--- src/rtl/huffman_encoder.sv ---
// huffman_encoder: serialising Huffman encoder, transmit-side partner of the
// bit-serial huffman_decoder. Takes 3-bit symbols over valid/ready and shifts
// the prefix code out MSB first, one bit per clk, with no gap between codes.
//
// Handshake: a symbol is taken on the rising clk edge where
// sym_valid && sym_ready. sym_ready depends only on internal state. sym_in is
// sampled only on that edge. bit_out is meaningful only while bit_valid=1.
//
// busy mirrors the FSM state (1 = SHIFT) and serves as its debug view.
//
// Optional feature macro: HUFF_ENC_STATS_EN enables the sym_count/bit_count
// statistics counters. Without it both outputs are tied to zero.
module huffman_encoder #(
    parameter int CNT_W = 16
) (
    input  logic             clk,
    input  logic             reset,
    input  logic [2:0]       sym_in,
    input  logic             sym_valid,
    output logic             sym_ready,
    output logic             bit_out,
    output logic             bit_valid,
    output logic             busy,
    output logic             err,
    output logic [CNT_W-1:0] sym_count,
    output logic [CNT_W-1:0] bit_count
);

    typedef enum logic {IDLE = 1'b0, SHIFT = 1'b1} state_t;

    state_t     state, state_next;
    logic [3:0] code_sr, code_next;
    logic [2:0] rem, rem_next;
    logic       err_next;

    logic [3:0] lut_code;
    logic [2:0] lut_len;
    logic       lut_ok;
    logic       accept;

    // Codebook lookup: left-aligned code, its length, and whether the symbol has a code.
    always_comb begin
        lut_code = 4'b0000;
        lut_len  = 3'd0;
        lut_ok   = 1'b1;
        case (sym_in)
            3'b001:  begin lut_code = 4'b0000; lut_len = 3'd1; end
            3'b011:  begin lut_code = 4'b1000; lut_len = 3'd3; end
            3'b010:  begin lut_code = 4'b1010; lut_len = 3'd3; end
            3'b100:  begin lut_code = 4'b1110; lut_len = 3'd3; end
            3'b110:  begin lut_code = 4'b1100; lut_len = 3'd4; end
            3'b101:  begin lut_code = 4'b1101; lut_len = 3'd4; end
            default: lut_ok = 1'b0;
        endcase
    end

    // Ready in IDLE, or on the last bit of a code so the next code follows without a gap.
    assign sym_ready = (state == IDLE) || (state == SHIFT && rem == 3'd1);
    assign accept    = sym_valid && sym_ready;

    assign busy      = (state == SHIFT);
    assign bit_valid = (state == SHIFT);
    assign bit_out   = (state == SHIFT) ? code_sr[3] : 1'b0;

    // Next-state logic: load on accept, shift while in SHIFT, flag rejected symbols.
    always_comb begin
        state_next = state;
        code_next  = code_sr;
        rem_next   = rem;
        err_next   = 1'b0;
        case (state)
            IDLE: begin
                if (accept) begin
                    if (lut_ok) begin
                        code_next  = lut_code;
                        rem_next   = lut_len;
                        state_next = SHIFT;
                    end else begin
                        err_next = 1'b1;
                    end
                end
            end
            SHIFT: begin
                code_next = {code_sr[2:0], 1'b0};
                rem_next  = rem - 3'd1;
                if (rem == 3'd1) begin
                    if (accept && lut_ok) begin
                        code_next  = lut_code;
                        rem_next   = lut_len;
                        state_next = SHIFT;
                    end else begin
                        err_next   = accept;
                        state_next = IDLE;
                    end
                end
            end
            default: state_next = IDLE;
        endcase
    end

    // State, shift register and error pulse; reset drops any code in flight.
    always_ff @(posedge clk or posedge reset) begin
        if (reset) begin
            state   <= IDLE;
            code_sr <= 4'b0000;
            rem     <= 3'd0;
            err     <= 1'b0;
        end else begin
            state   <= state_next;
            code_sr <= code_next;
            rem     <= rem_next;
            err     <= err_next;
        end
    end

`ifdef HUFF_ENC_STATS_EN
    logic [CNT_W-1:0] sym_cnt_q, bit_cnt_q;

    // Statistics: accepted valid symbols and emitted code bits, wrapping.
    always_ff @(posedge clk or posedge reset) begin
        if (reset) begin
            sym_cnt_q <= '0;
            bit_cnt_q <= '0;
        end else begin
            if (accept && lut_ok) sym_cnt_q <= sym_cnt_q + 1'b1;
            if (bit_valid)        bit_cnt_q <= bit_cnt_q + 1'b1;
        end
    end

    assign sym_count = sym_cnt_q;
    assign bit_count = bit_cnt_q;
`else
    assign sym_count = '0;
    assign bit_count = '0;
`endif

endmodule

--- config.mk ---
export PLATFORM = sky130hd
export DESIGN_NAME = huffman_encoder
export DESIGN_NICKNAME = d
export VERILOG_FILES = /design/src/rtl/huffman_encoder.sv
export SDC_FILE = /design/constraint.sdc
export NUM_CORES = 1
export LEC_CHECK = 0
export BUFFER_PORTS_ARGS = -buffer_cell sky130_fd_sc_hd__buf_2
export CORE_MARGIN = 3
export CORE_UTILIZATION = 45
export CTS_CLUSTER_SIZE = 24
export DETAILED_ROUTE_END_ITERATION = 8
export GPL_TIMING_DRIVEN = 0
export PLACE_DENSITY = 0.77
export REMOVE_ABC_BUFFERS = 1
export SLEW_MARGIN = 0
export SYNTH_ARGS = -nofsm -noshare
export SYNTH_HDL_FRONTEND = slang
export SYNTH_SLANG_ARGS = --single-unit
--- constraint.sdc ---
create_clock -name clk -period 1.9 [get_ports clk]
set_input_delay 0.38 -clock clk [delete_from_list [all_inputs] [get_ports clk]]
set_output_delay 0.38 -clock clk [all_outputs]
set_load 0.03 [all_outputs]
### After elaboration in Yosys (flattened, before gate mapping)

Index checks and enable logic that the tools add are counted.
W data, S select, Z words.

* register bits: 9
* input bits: 6
* word-level logic and storage cells: 47

* add/subtract/negate cells: 1
* equal/unequal tests: 9
* mux-type cells: 24
* bitwise gates (word level): 1
* reductions and logical operators: 8

Operators with widths (count)
* $pmux W4 S5: 1
* $mux W4: 4
* $mux W3: 4
* $mux W1: 10
* $eq A3 B3 Y1 const B: 3
* $pmux W3 S3: 1
* $pmux W4 S2: 1
* $eq A3 B1 Y1 const B: 2
* $eq A3 B2 Y1 const B: 2
* $pmux W3 S2: 1
* $reduce_or A6 Y1: 1
* $ne A2 B2 Y1 const B: 2
* $pmux W1 S2: 2
* $logic_and A1 B1 Y1: 3
* $reduce_or A3 Y1: 1
* $sub A3 B1 Y3 const B: 1
* $reduce_and A2 Y1: 1
* $reduce_or A2 Y1: 1
* $logic_or A1 B1 Y1: 1
* $not A1 Y1: 1

### Longest topological paths before layout

Gate-level depths: netlist (run 1).

* word-level depth: 8
* mapped depth: 6
* mapped depth without buffers: 6

### Worst setup path before layout (run 1)

No wires, ideal clock.

* path kind: register to register
* start: reg state, in the netlist bit_valid
* end: reg rem[0]
* library setup time: 0.104 ns
* data arrival time: 1.600 ns
* data required time: 1.796 ns
* slack: 0.196 ns
* cell stages (with the launch flop): 5
* clock period less this slack: 1.704 ns
* path through: dfrtp_1 buf_2 nand2_1 a211o_1 a221oi_1

* cells in the longest elaborated chain, start to end: 7
* elaborated cells between the ends (all ways): 11
* those cells by class: eq/ne: 2; mux: 3; bitwise: 1; reduce/logical: 5

RTL lines
* from (decl): RTL line 31 `state_t state, state_next;`
* from (signal assigned): RTL line 109 `state <= state_next;`
* $logic_and A1 B1 Y1 / $not A1 Y1 (equally long branches)
* $logic_or A1 B1 Y1 *: RTL line 58 `assign sym_ready = (state == IDLE) || (state == SHIFT && rem == 3'd1);`
* via sym_ready: RTL line 20 `output logic sym_ready,`
* $logic_and A1 B1 Y1 *: RTL line 59 `assign accept = sym_valid && sym_ready;`
* $logic_and A1 B1 Y1: RTL line 87 `if (accept && lut_ok) begin`
* $mux W3: RTL line 87
* $mux W3: RTL line 86 `if (rem == 3'd1) begin`
* $pmux W3 S2: RTL line 71 `case (state)`
* to (signal assigned): RTL line 111 `rem <= rem_next;`
* to (decl): RTL line 33 `logic [2:0] rem, rem_next;`

The timed path passes the listed nets; every way through them passes the cells marked *.
A chain may end at the register's enable or synchronous reset.

### Worst setup path in the final report (run 1)

* start: reg rem[1]
* end: out sym_ready

* cells in the longest elaborated chain, start to end: 3

RTL lines (RTL line)
* $eq A3 B1 Y1: 58
* $logic_and A1 B1 Y1: 58
* $logic_or A1 B1 Y1: 58
* to (decl): 20

Every way passes these cells.

==> metrics.txt, run 1 <==
Period Utilization, post-route=93.7%; initial drt markers=15; cts bufs inserted=3; async set-reset flop share out of synthesis=100%; Worst Path Arrival=1400 ps; PD cells=1340 nW/um2; first-pass GRT wire length=2.66 mm; Post-Syn Area per Cell=8.27 um2; post-route ant nets=0; Max clock buf depth=2; Area contributors post-synth=buf_4, dfrtp_1, nand2_1; Setup CP Type=flip-flop to output pin; Top delay family on crit path=flip-flops; CP Launch Point=rem[1]$_DFFE_PP0P_; Routed WL=1.71 mm; Worst Hold Class=input port to asynchronous set/reset pin; CP cell instances=inv_1, ha_2, nand2b_1, nand2_1, clkbuf_4; CP Data Required Time=1520 ps; largest fanout on the critical path=4; critical path's slowest cell=dfrtp_1; clk root buf=clkbuf_4; die width=51.6 um; DP Wirelength=1.23 mm; most frequent cell after synthesis=buf_4; number of global-route vias before repair=628; hold buffer count at cts=0; Slew Limit Fails=0; DR vias/cell=4.92; IO Count=43; fin crit period=1780 ps; P&R area growth vs syn=-5.22%; Buf/Inv on CP=2; Yosys top cell by area=buf_4; row cnt=15; unrepaired setup endpoints after global routing=no; Reg2Reg Setup Slack=200 ps; Avg WL per Cell=11.8 um; top_reg_cell synth=dfrtp_1; P_leak=0.000458 uW; number of diodes=0; Die Span Y=51.6 um; Ys Warns=0; startpoint class of the critical path=flip-flop; most instantiated cells after synthesis=buf_4, nand2_1, dfrtp_1, inv_1, a21oi_1; core box area=1840 um2; Post-CTS Setup Repair Bufs=0; Area after DPL=855 um2; CTS clk-pin slew, worst paths=60 ps; synthesis-stage register bit count=9; Buffers on Ports=10; number of fill cells in the layout=206; max cap viols=0; via count=714; register area=225 um2; Post-synth EDFFs=0; Synth top area share=26.5%; Max-slew headroom=65.0%; area of the multi-input gates=524 um2; Yosys cell types=40; largest net degree at the start of global routing=17; first-pass iteration count of the detailed router=4; Cells after Synth=113; initial antenna violation count=0; GR Util All Layers=13.1%; Max IR drop VDD=645 uV; gpl congestion=0.896; CTS sink cnt=9; Clock Skew=4.85 ps; Max Fclk=562 MHz; outcome=finished clean; Starting Density=50.8%; Worst Tran Pin Value=526 ps; Finish-stage setup viols=0; register area share after synthesis=24.1%; CTS tree=done; # DRC=0; DIE AREA=2660 um2; cell area after synthesis=935 um2; nets=129; worst-skew pair later-pin latency=260 ps; CP peak stage delay=360 ps; Total Power=1180 uW; grt total ovfl=0; R2R Path Start=bit_valid$_DFF_PP0_; layout cells sized above 1=15.8%; H-tree levels=1; final instance area=886 um2; CP Capture Type=output pin; hold violation count in the final report=0
cell families (layout without fill, tap and decap cells):
logic type	Yosys count	count (layout)	synth area share, %
other cells	1	32	0.401
flops	9	9	24.1
compound gates	26	26	23.0
fa+ha+maj	2	2	2.68
buf+inv	45	21	32.5
simple gates	30	30	17.3
flip-flops by register name (all words and copies together), names as in the netlist:
name       count
err            1
bit_valid      1
rem            3
code_sr        4
worst register-to-register path, cell delays in order, from the launching register on:
cell and delay (ps):
dfrtp_1 670, inv_1 290, or3_1 420, a21oi_1 130, a21oi_1 80
placed cells by master (no fill, tap or decap), types with 2 or more instances in the layout:
| master | instances |
|---|---|
| a21oi_1 | 6 |
| a221oi_1 | 2 |
| buf_2 | 9 |
| clkbuf_4 | 4 |
| conb_1 | 32 |
| dfrtp_1 | 9 |
| inv_1 | 7 |
| nand2_1 | 11 |
| nor2_1 | 4 |
| nor2b_1 | 2 |
| nor3_1 | 3 |
| o211ai_1 | 2 |
| o21ai_1 | 2 |
path summary, 6_finish.rpt:
kind	endpoint	depth (start not counted)
min in group clk	bit_valid$_DFF_PP0_	3
setup reg to reg	code_sr[1]$_DFFE_PP0P_	4
setup / recovery	sym_ready	5
hold / removal	bit_valid$_DFF_PP0_	2
max in group asynchronous	rem[1]$_DFFE_PP0P_	2
hold reg to reg	code_sr[3]$_DFFE_PP0P_	2
layer usage:
metal	up-vias	routed length (um)	track usage, %
met3	4	179	4.01
li1	337	-	-
met4	0	31	5.24
met2	43	781	22.5
met5	-	0	0
met1	330	715	15.1
power by group:
| part | switching (uW) | internal [uW] |
|---|---|---|
| Clock | 70.2 | 81.1 |
| Sequential | 89.8 | 263 |
| Combinational | 440 | 241 |
through the flow:
step                      cells  worst slack (ps)  util, %  setup TNS (ps)  hold slack [ps]
after CTS                   145               101     47.9               0             87.5
after floorplan             106             -76.6        -           -87.2              208
after detailed placement    141               224     46.5               0              373
after global routing        145              47.4     48.2               0              105
final                       145               120     48.2               0             66.2
after global placement      141               253     46.5               0              364
layout make-up:
class	count	share of cell area (%)
timing repair buffer	10	5.93
multi-input combinational	90	59.2
clock buffer	4	2.97
inverter	7	2.97
sequential	9	25.4
tap	25	3.53
repair_timing:
item / CTS / global route
resized for setup: 0 / 2
setup endpoints to repair: 0 / 1
endpoints found under the hold margin: 0 / 0
No activity file was read; power rests on OpenSTA's default activity.
==> inputs of run 2 (changes only) <==
--- a/config.mk
+++ b/config.mk
@@ -5,13 +5,14 @@
 export SDC_FILE = /design/constraint.sdc
 export NUM_CORES = 1
 export LEC_CHECK = 0
+export ABC_AREA = 1
 export BUFFER_PORTS_ARGS = -buffer_cell sky130_fd_sc_hd__buf_2
 export CORE_MARGIN = 3
-export CORE_UTILIZATION = 45
+export CORE_UTILIZATION = 44
 export CTS_CLUSTER_SIZE = 24
 export DETAILED_ROUTE_END_ITERATION = 8
 export GPL_TIMING_DRIVEN = 0
-export PLACE_DENSITY = 0.77
+export PLACE_DENSITY = 0.78
 export REMOVE_ABC_BUFFERS = 1
 export SLEW_MARGIN = 0
 export SYNTH_ARGS = -nofsm -noshare
==> run 2 against run 1 <==
First-iteration DRC count increased by 20%. Largest power group unchanged. Critical path type unchanged. Setup slack gained 140 ps. Die area is 7.5% lower.
==> metrics.txt, run 2 <==
IO Count=43 (unchanged); GR Util All Layers=10.8% (-2.3 points); async set-reset flop share out of synthesis=100% (unchanged); hold buffer count at cts=0 (unchanged); CTS clk-pin slew, worst paths=60 ps (about the same); top_reg_cell synth=dfrtp_1; PD cells=1350 nW/um2 (+1.2%); Max IR drop VDD=583 uV (-9.7%); core box area=1760 um2 (-4.1%); area of the multi-input gates=423 um2 (-19%); Yosys cell types=20 (-50%); via count=598 (-16%); grt total ovfl=0 (unchanged); CP Capture Type=output pin; CTS sink cnt=9 (unchanged); Clock Skew=4.88 ps (+0.0271 ps); number of fill cells in the layout=201 (-2.4%); Starting Density=47.4% (-3.4 points); switch share=50.9% (+0.24 points); Worst Hold Class=input port to asynchronous set/reset pin; met2 Use GR=18.9% (-3.5 points); Die Span Y=49.6 um (-3.8%); gpl congestion=0.785 (-12%); R2R cell count=9 (+5); met3 usage in global routing=5.74% (+1.7 points); Yosys top cell by area=buf_4; Post-CTS Resized=0 (unchanged); Synth top area share=29.6% (+3.1 points); Psw=557 uW (-7.2%); cell area after synthesis=837 um2 (-10%); max FFs per register=4 (unchanged); register area=225 um2 (unchanged); row cnt=15 (unchanged); synthesis-stage register bit count=9 (unchanged); Period Utilization, post-route=86.2% (-7.5 points); clk root buf=clkbuf_4; hold violation count in the final report=0 (unchanged); unrepaired setup endpoints after global routing=no; Reg2Reg Setup Slack=490 ps (+290 ps); first-pass GRT wire length=2.04 mm (-24%); register area share after synthesis=26.9% (+2.8 points); DP Wirelength=1.04 mm (-16%); Slew Limit Fails=0 (unchanged); Top reg by flops=code_sr; CTS tree=done; sequential power share=31.8% (+2.0 points); CP Data Required Time=1520 ps (about the same); P&R area growth vs syn=-3.44%; Area contributors post-synth=buf_4, dfrtp_1, nand2_1; part of the power in combinational logic=54.9% (-2.5 points); Min Hold Slack=67.2 ps (+0.973 ps); post-route ant nets=0 (unchanged); largest net degree at the start of global routing=14 (-3); fin crit period=1640 ps (-142 ps); worst-skew pair later-pin latency=260 ps (about the same); Routed WL=1.32 mm (-22%); most frequent cell after synthesis=buf_4; Post-synth EDFFs=0 (unchanged); GR Util met1=11.0% (-4.1 points); Cells after Synth=115 (+1.8%); clock network power share=13.4% (+0.6 points); leading cell type in the layout, fill and taps excluded=conb_1; Worst Path Arrival=1260 ps (-140 ps); total negative slack=0 ps (unchanged); Post-CTS Setup Repair Bufs=0 (unchanged); reg2reg end=rem[1]$_DFFE_PP0P_; Max Fclk=611 MHz (+8.7%); initial antenna violation count=0 (unchanged); most instantiated cells after synthesis=buf_4, nand2_1, inv_1, nand3_1, dfrtp_1; first-pass iteration count of the detailed router=4 (unchanged); number of global-route vias before repair=507 (-19%); # DRC=0 (unchanged); Ys Warns=0 (unchanged); R2R Path Start=rem[1]$_DFFE_PP0P_; Avg WL per Cell=8.76 um (-26%); DIE AREA=2460 um2 (-7.5%); outcome=finished clean; layout cells sized above 1=16.7% (+0.83 points); initial drt markers=18 (+3); DR vias/cell=3.96 (-20%); nets=135 (+4.7%); commonest cells after routing, fill and taps aside=conb_1, nand2_1, inv_1; max cap viols=0 (unchanged); die width=49.6 um (-3.8%); startpoint class of the critical path=flip-flop; Setup CP Type=flip-flop to output pin; largest fanout on the critical path=13 (+9); Post-Syn Area per Cell=7.28 um2 (-12%); P_leak=0.000495 uW (+8.2%); Most Used Layer, Global Route=met2; Max clock buf depth=2 (unchanged); cts bufs inserted=3 (unchanged); Finish-stage setup viols=0 (unchanged); Internal Power=537 uW (-8.1%); Buffers on Ports=10 (unchanged); top flop regs=code_sr: 4 flops, rem: 3 flops; number of diodes=0 (unchanged); H-tree levels=1 (unchanged)
run 2: cell count changes after synthesis, sizes merged, moves of 3 or more:
| cell | change |
|---|---|
| nor3 | -3 |
| inv | +7 |
| nand2 | +21 |
| buf | -3 |
| nand3 | +11 |
| a21oi | -4 |
run 2: worst max path at each step:
stage | to | depth (start not counted) | start | slack (ps)
detailed placement | rem[0]$_DFFE_PP0P_ | 7 | sym_in[1] | 450
CTS | bit_out | 3 | bit_valid$_DFF_PP0_ | 270
floorplan | sym_ready | 1 | bit_valid$_DFF_PP0_ | 240
finish | bit_out | 3 | bit_valid$_DFF_PP0_ | 260
global route | bit_out | 3 | bit_valid$_DFF_PP0_ | 170
global placement | code_sr[1]$_DFFE_PP0P_ | 7 | sym_in[1] | 490
run 2: kinds of logic (layout without fill, tap and decap cells):
family                     Yosys count  in the layout  share of synthesized area (%)
and+or+nand+nor                     47             47                           25.3
AOI/OAI and AO/OA                    7              7                           6.88
buffers and inverters               48             28                           36.5
other                                1             32                          0.448
adders and majority gates            2              2                           2.99
DFF                                  9              9                           26.9
xor gates and xnor gates             1              1                           1.05
run 2: cell type report:
cell class              instances  share of cell area (%)
inverters                      14                    6.50
repair buffers                 10                    6.19
well taps                      25                    3.87
multi-input cells              89                    52.3
flip-flops and latches          9                    27.9
clock buffers                   4                    3.25
run 2: stage by stage:
stage	cells	power [uW]	setup slack (ps)	instance area, um2	util [%]
after floorplan	112	824	243	701	-
after global placement	147	929	494	782	44.3
after detailed placement	147	952	446	782	44.3
after CTS	151	1100	268	808	45.8
after global routing	151	1190	167	808	45.8
final	151	1090	262	808	45.8
run 2: critical path, cell delays in order (launching register included):
cell     delay (ps)
dfrtp_1         650
nand2_1         100
inv_1            60
buf_2           180
run 2: power by group through the flow:
stage | Clock [uW] | Sequential [uW] | Combinational (uW)
detailed placement | 0 | 350 | 602
global placement | 0 | 344 | 585
floorplan | 0 | 373 | 450
finish | 146 | 348 | 600
global route | 161 | 358 | 667
CTS | 150 | 347 | 605
run 2: layer usage:
layer  up-vias  share of wire [%]
li1        307                  -
met1       267                 36
met2        22                 54
met3         2                8.8
met4         0               0.30
met5         -                  0
==> inputs of run 3 (changes only) <==
--- a/config.mk
+++ b/config.mk
@@ -5,14 +5,13 @@
 export SDC_FILE = /design/constraint.sdc
 export NUM_CORES = 1
 export LEC_CHECK = 0
-export ABC_AREA = 1
 export BUFFER_PORTS_ARGS = -buffer_cell sky130_fd_sc_hd__buf_2
 export CORE_MARGIN = 3
-export CORE_UTILIZATION = 44
+export CORE_UTILIZATION = 42
 export CTS_CLUSTER_SIZE = 24
 export DETAILED_ROUTE_END_ITERATION = 8
 export GPL_TIMING_DRIVEN = 0
-export PLACE_DENSITY = 0.78
+export PLACE_DENSITY = 0.76
 export REMOVE_ABC_BUFFERS = 1
 export SLEW_MARGIN = 0
 export SYNTH_ARGS = -nofsm -noshare
==> constraint.sdc (replaced) <==
create_clock -name clk -period 1.4 [get_ports clk]
set_input_delay 0.28 -clock clk [delete_from_list [all_inputs] [get_ports clk]]
set_output_delay 0.28 -clock clk [all_outputs]
set_load 0.03 [all_outputs]
==> run 3 against run 2 <==
Wire length increased by 56%. Combinational power up 130%. Setup slack got worse by 310 ps. The run now ends with setup timing left. Global-route usage is 4.5 points higher. Sequential cell count unchanged. Final cell count rose by 3.3%. Worst hold slack better by 250 ps.
==> metrics.txt, run 3 (synthesized netlist as in run 1, its figures left out) <==
max FFs per register=4 (unchanged); failing checks=setup timing; DR vias/cell=5.01 (+26%); Worst Hold Class=input port to flip-flop; PD cells=1970 nW/um2 (+46%); first-pass iteration count of the detailed router=4 (unchanged); Top reg by flops=code_sr; R2R Path Start=rem[0]$_DFFE_PP0P_; Hold Crit Depth=3; DIE AREA=2830 um2 (+15%); CTS tree=done; commonest cells after routing, fill and taps aside=conb_1, nand2_1, dfrtp_1, buf_4, buf_2; Area after DPL=857 um2 (+9.6%); Finish-stage setup viols=3 (+3); Die Span Y=53.2 um (+7.2%); IO Count=43 (unchanged); CP Data Required Time=1120 ps (-400 ps); Max Fclk=690 MHz; GR Util All Layers=15.3% (+4.5 points); Routed WL=2.06 mm (+56%); fin crit period=1450 ps; clk root buf=clkbuf_4; startpoint class of the critical path=flip-flop; initial antenna violation count=0 (unchanged); final setup margin=-50.2 ps (-313 ps); Worst Path Arrival=1170 ps (-90 ps); grt total ovfl=0 (unchanged); DP Wirelength=1.40 mm (+35%); CTS clk-pin slew, worst paths=60 ps (about the same); critical path's slowest cell=dfrtp_1; post-route ant nets=0 (unchanged); die width=53.2 um (+7.2%); Max IR drop VDD=941 uV (+61%); CP Capture Type=output pin; Starting Density=45.8% (-1.7 points); CTS sink cnt=9 (unchanged); leading cell type in the layout, fill and taps excluded=conb_1; cts bufs inserted=3 (unchanged); largest fanout on the critical path=4 (-9); CP peak stage delay=370 ps (-280 ps); via count=781 (+31%); hold worst-path end=bit_valid$_DFF_PP0_; nets=138 (+2.2%); final instance area=1050 um2 (+30%); number of diodes=0 (unchanged); P_leak=0.000513 uW (+3.6%); H-tree levels=1 (unchanged); CP cell instances=inv_2, ha_4, nand2b_4, nand2_4, buf_6; max cap viols=0 (unchanged); worst hold path startpoint=sym_valid; outcome=complete, but fails checks; post-layout util=51.4% (+5.6 points); P&R area growth vs syn=12.3%; core box area=2040 um2 (+16%); Period Utilization, post-route=104%; R2R cell count=5 (-4); first-pass GRT wire length=3.11 mm (+53%); Slew Limit Fails=0 (unchanged); top flop regs=code_sr: 4 flops, rem: 3 flops; Clock Skew=1.05 ps (-3.83 ps); layout cells sized above 1=30.2% (+14 points); Reg2Reg Setup Slack=-50 ps (-540 ps); worst-skew pair later-pin latency=270 ps (about the same); number of global-route vias before repair=716 (+41%); reg2reg end=code_sr[1]$_DFFE_PP0P_; initial drt markers=35 (+17); largest net degree at the start of global routing=12 (-2); gpl congestion=0.907 (+16%); Max clock buf depth=2 (unchanged); # DRC=0 (unchanged); unrepaired setup endpoints after global routing=yes; row cnt=16 (+1); Total Power=2070 uW (+89%); Avg WL per Cell=13.2 um (+51%); hold violation count in the final report=0 (unchanged); Setup CP Type=flip-flop to output pin; Buffers on Ports=10 (unchanged)
[run 3: cell types whose count changed in the layout (fill, tap and decap cells not counted), moves of 2 or more]
| cell | before | now |
|---|---|---|
| dfrtp_1 | 9 | 7 |
| buf_4 | 0 | 7 |
| a221oi_2 | 0 | 2 |
| o211ai_1 | 0 | 2 |
| and2_4 | 0 | 2 |
| buf_2 | 10 | 6 |
| nor3_1 | 0 | 3 |
| a21oi_1 | 1 | 5 |
| inv_1 | 13 | 5 |
| o21ai_1 | 0 | 2 |
| nand3_1 | 12 | 1 |
| nand2_1 | 28 | 9 |
| buf_6 | 0 | 5 |
[run 3: what timing repair did]
| action | in CTS | in global routing |
|---|---|---|
| hold endpoints to repair | 9 | 0 |
| hold buffers | 1 | 0 |
| pin swaps | 2 | 4 |
| buffers inserted | 6 | 2 |
| setup endpoints to repair | 11 | 9 |
| gates resized for setup | 21 | 6 |
[run 3: area by class of cell]
cell class,count,area (um2)
clock buffer,4,26.3
fill,195,992
inverter,7,30.0
multi-input combinational,90,581
sequential,9,230
tap,27,33.8
timing repair buffer,19,149
[run 3: metal layers]
metal	global-route usage [%]	vias to the layer above	part of all wire, %
met3	5.07	2	10
li1	-	355	-
met4	3.83	0	0.58
met2	27.7	53	49
met5	0	-	0
met1	17.0	371	40
[run 3: worst max path at each step]
stage / startpoint / depth (start not counted) / endpoint
floorplan: bit_valid$_DFF_PP0_ / 3 / rem[0]$_DFFE_PP0P_
global placement: bit_valid$_DFF_PP0_ / 4 / code_sr[1]$_DFFE_PP0P_
detailed placement: bit_valid$_DFF_PP0_ / 4 / code_sr[1]$_DFFE_PP0P_
CTS: rem[0]$_DFFE_PP0P_ / 5 / code_sr[1]$_DFFE_PP0P_
global route: rem[1]$_DFFE_PP0P_ / 5 / sym_ready
finish: rem[1]$_DFFE_PP0P_ / 5 / sym_ready
[run 3: critical path, delay by kind of cell (launching register included)]
family                   cells  cell delay [ps]
AND/OR/NAND/NOR              2              160
adder cells (fa/ha/maj)      1              170
buffers and inverters        2              210
flip-flops                   1              370
[run 3: power breakdown]
part / internal (uW) / switching, uW / total, uW
registers: 370 / 115 / 485
clock network: 110 / 101 / 212
logic: 611 / 760 / 1370
[run 3: through the flow]
| stage | TNS, ps | setup slack (ps) | instances | hold slack [ps] |
|---|---|---|---|---|
| 3_3_place_gp | -903 | -270 | 143 | 265 |
| 6_report | -111 | -50.2 | 156 | 317 |
| 2_1_floorplan | -3050 | -577 | 106 | 108 |
| 3_5_place_dp | -1130 | -318 | 143 | 276 |
| 5_1_grt | -388 | -97.1 | 156 | 354 |
| 4_1_cts | -152 | -57.1 | 154 | 313 |
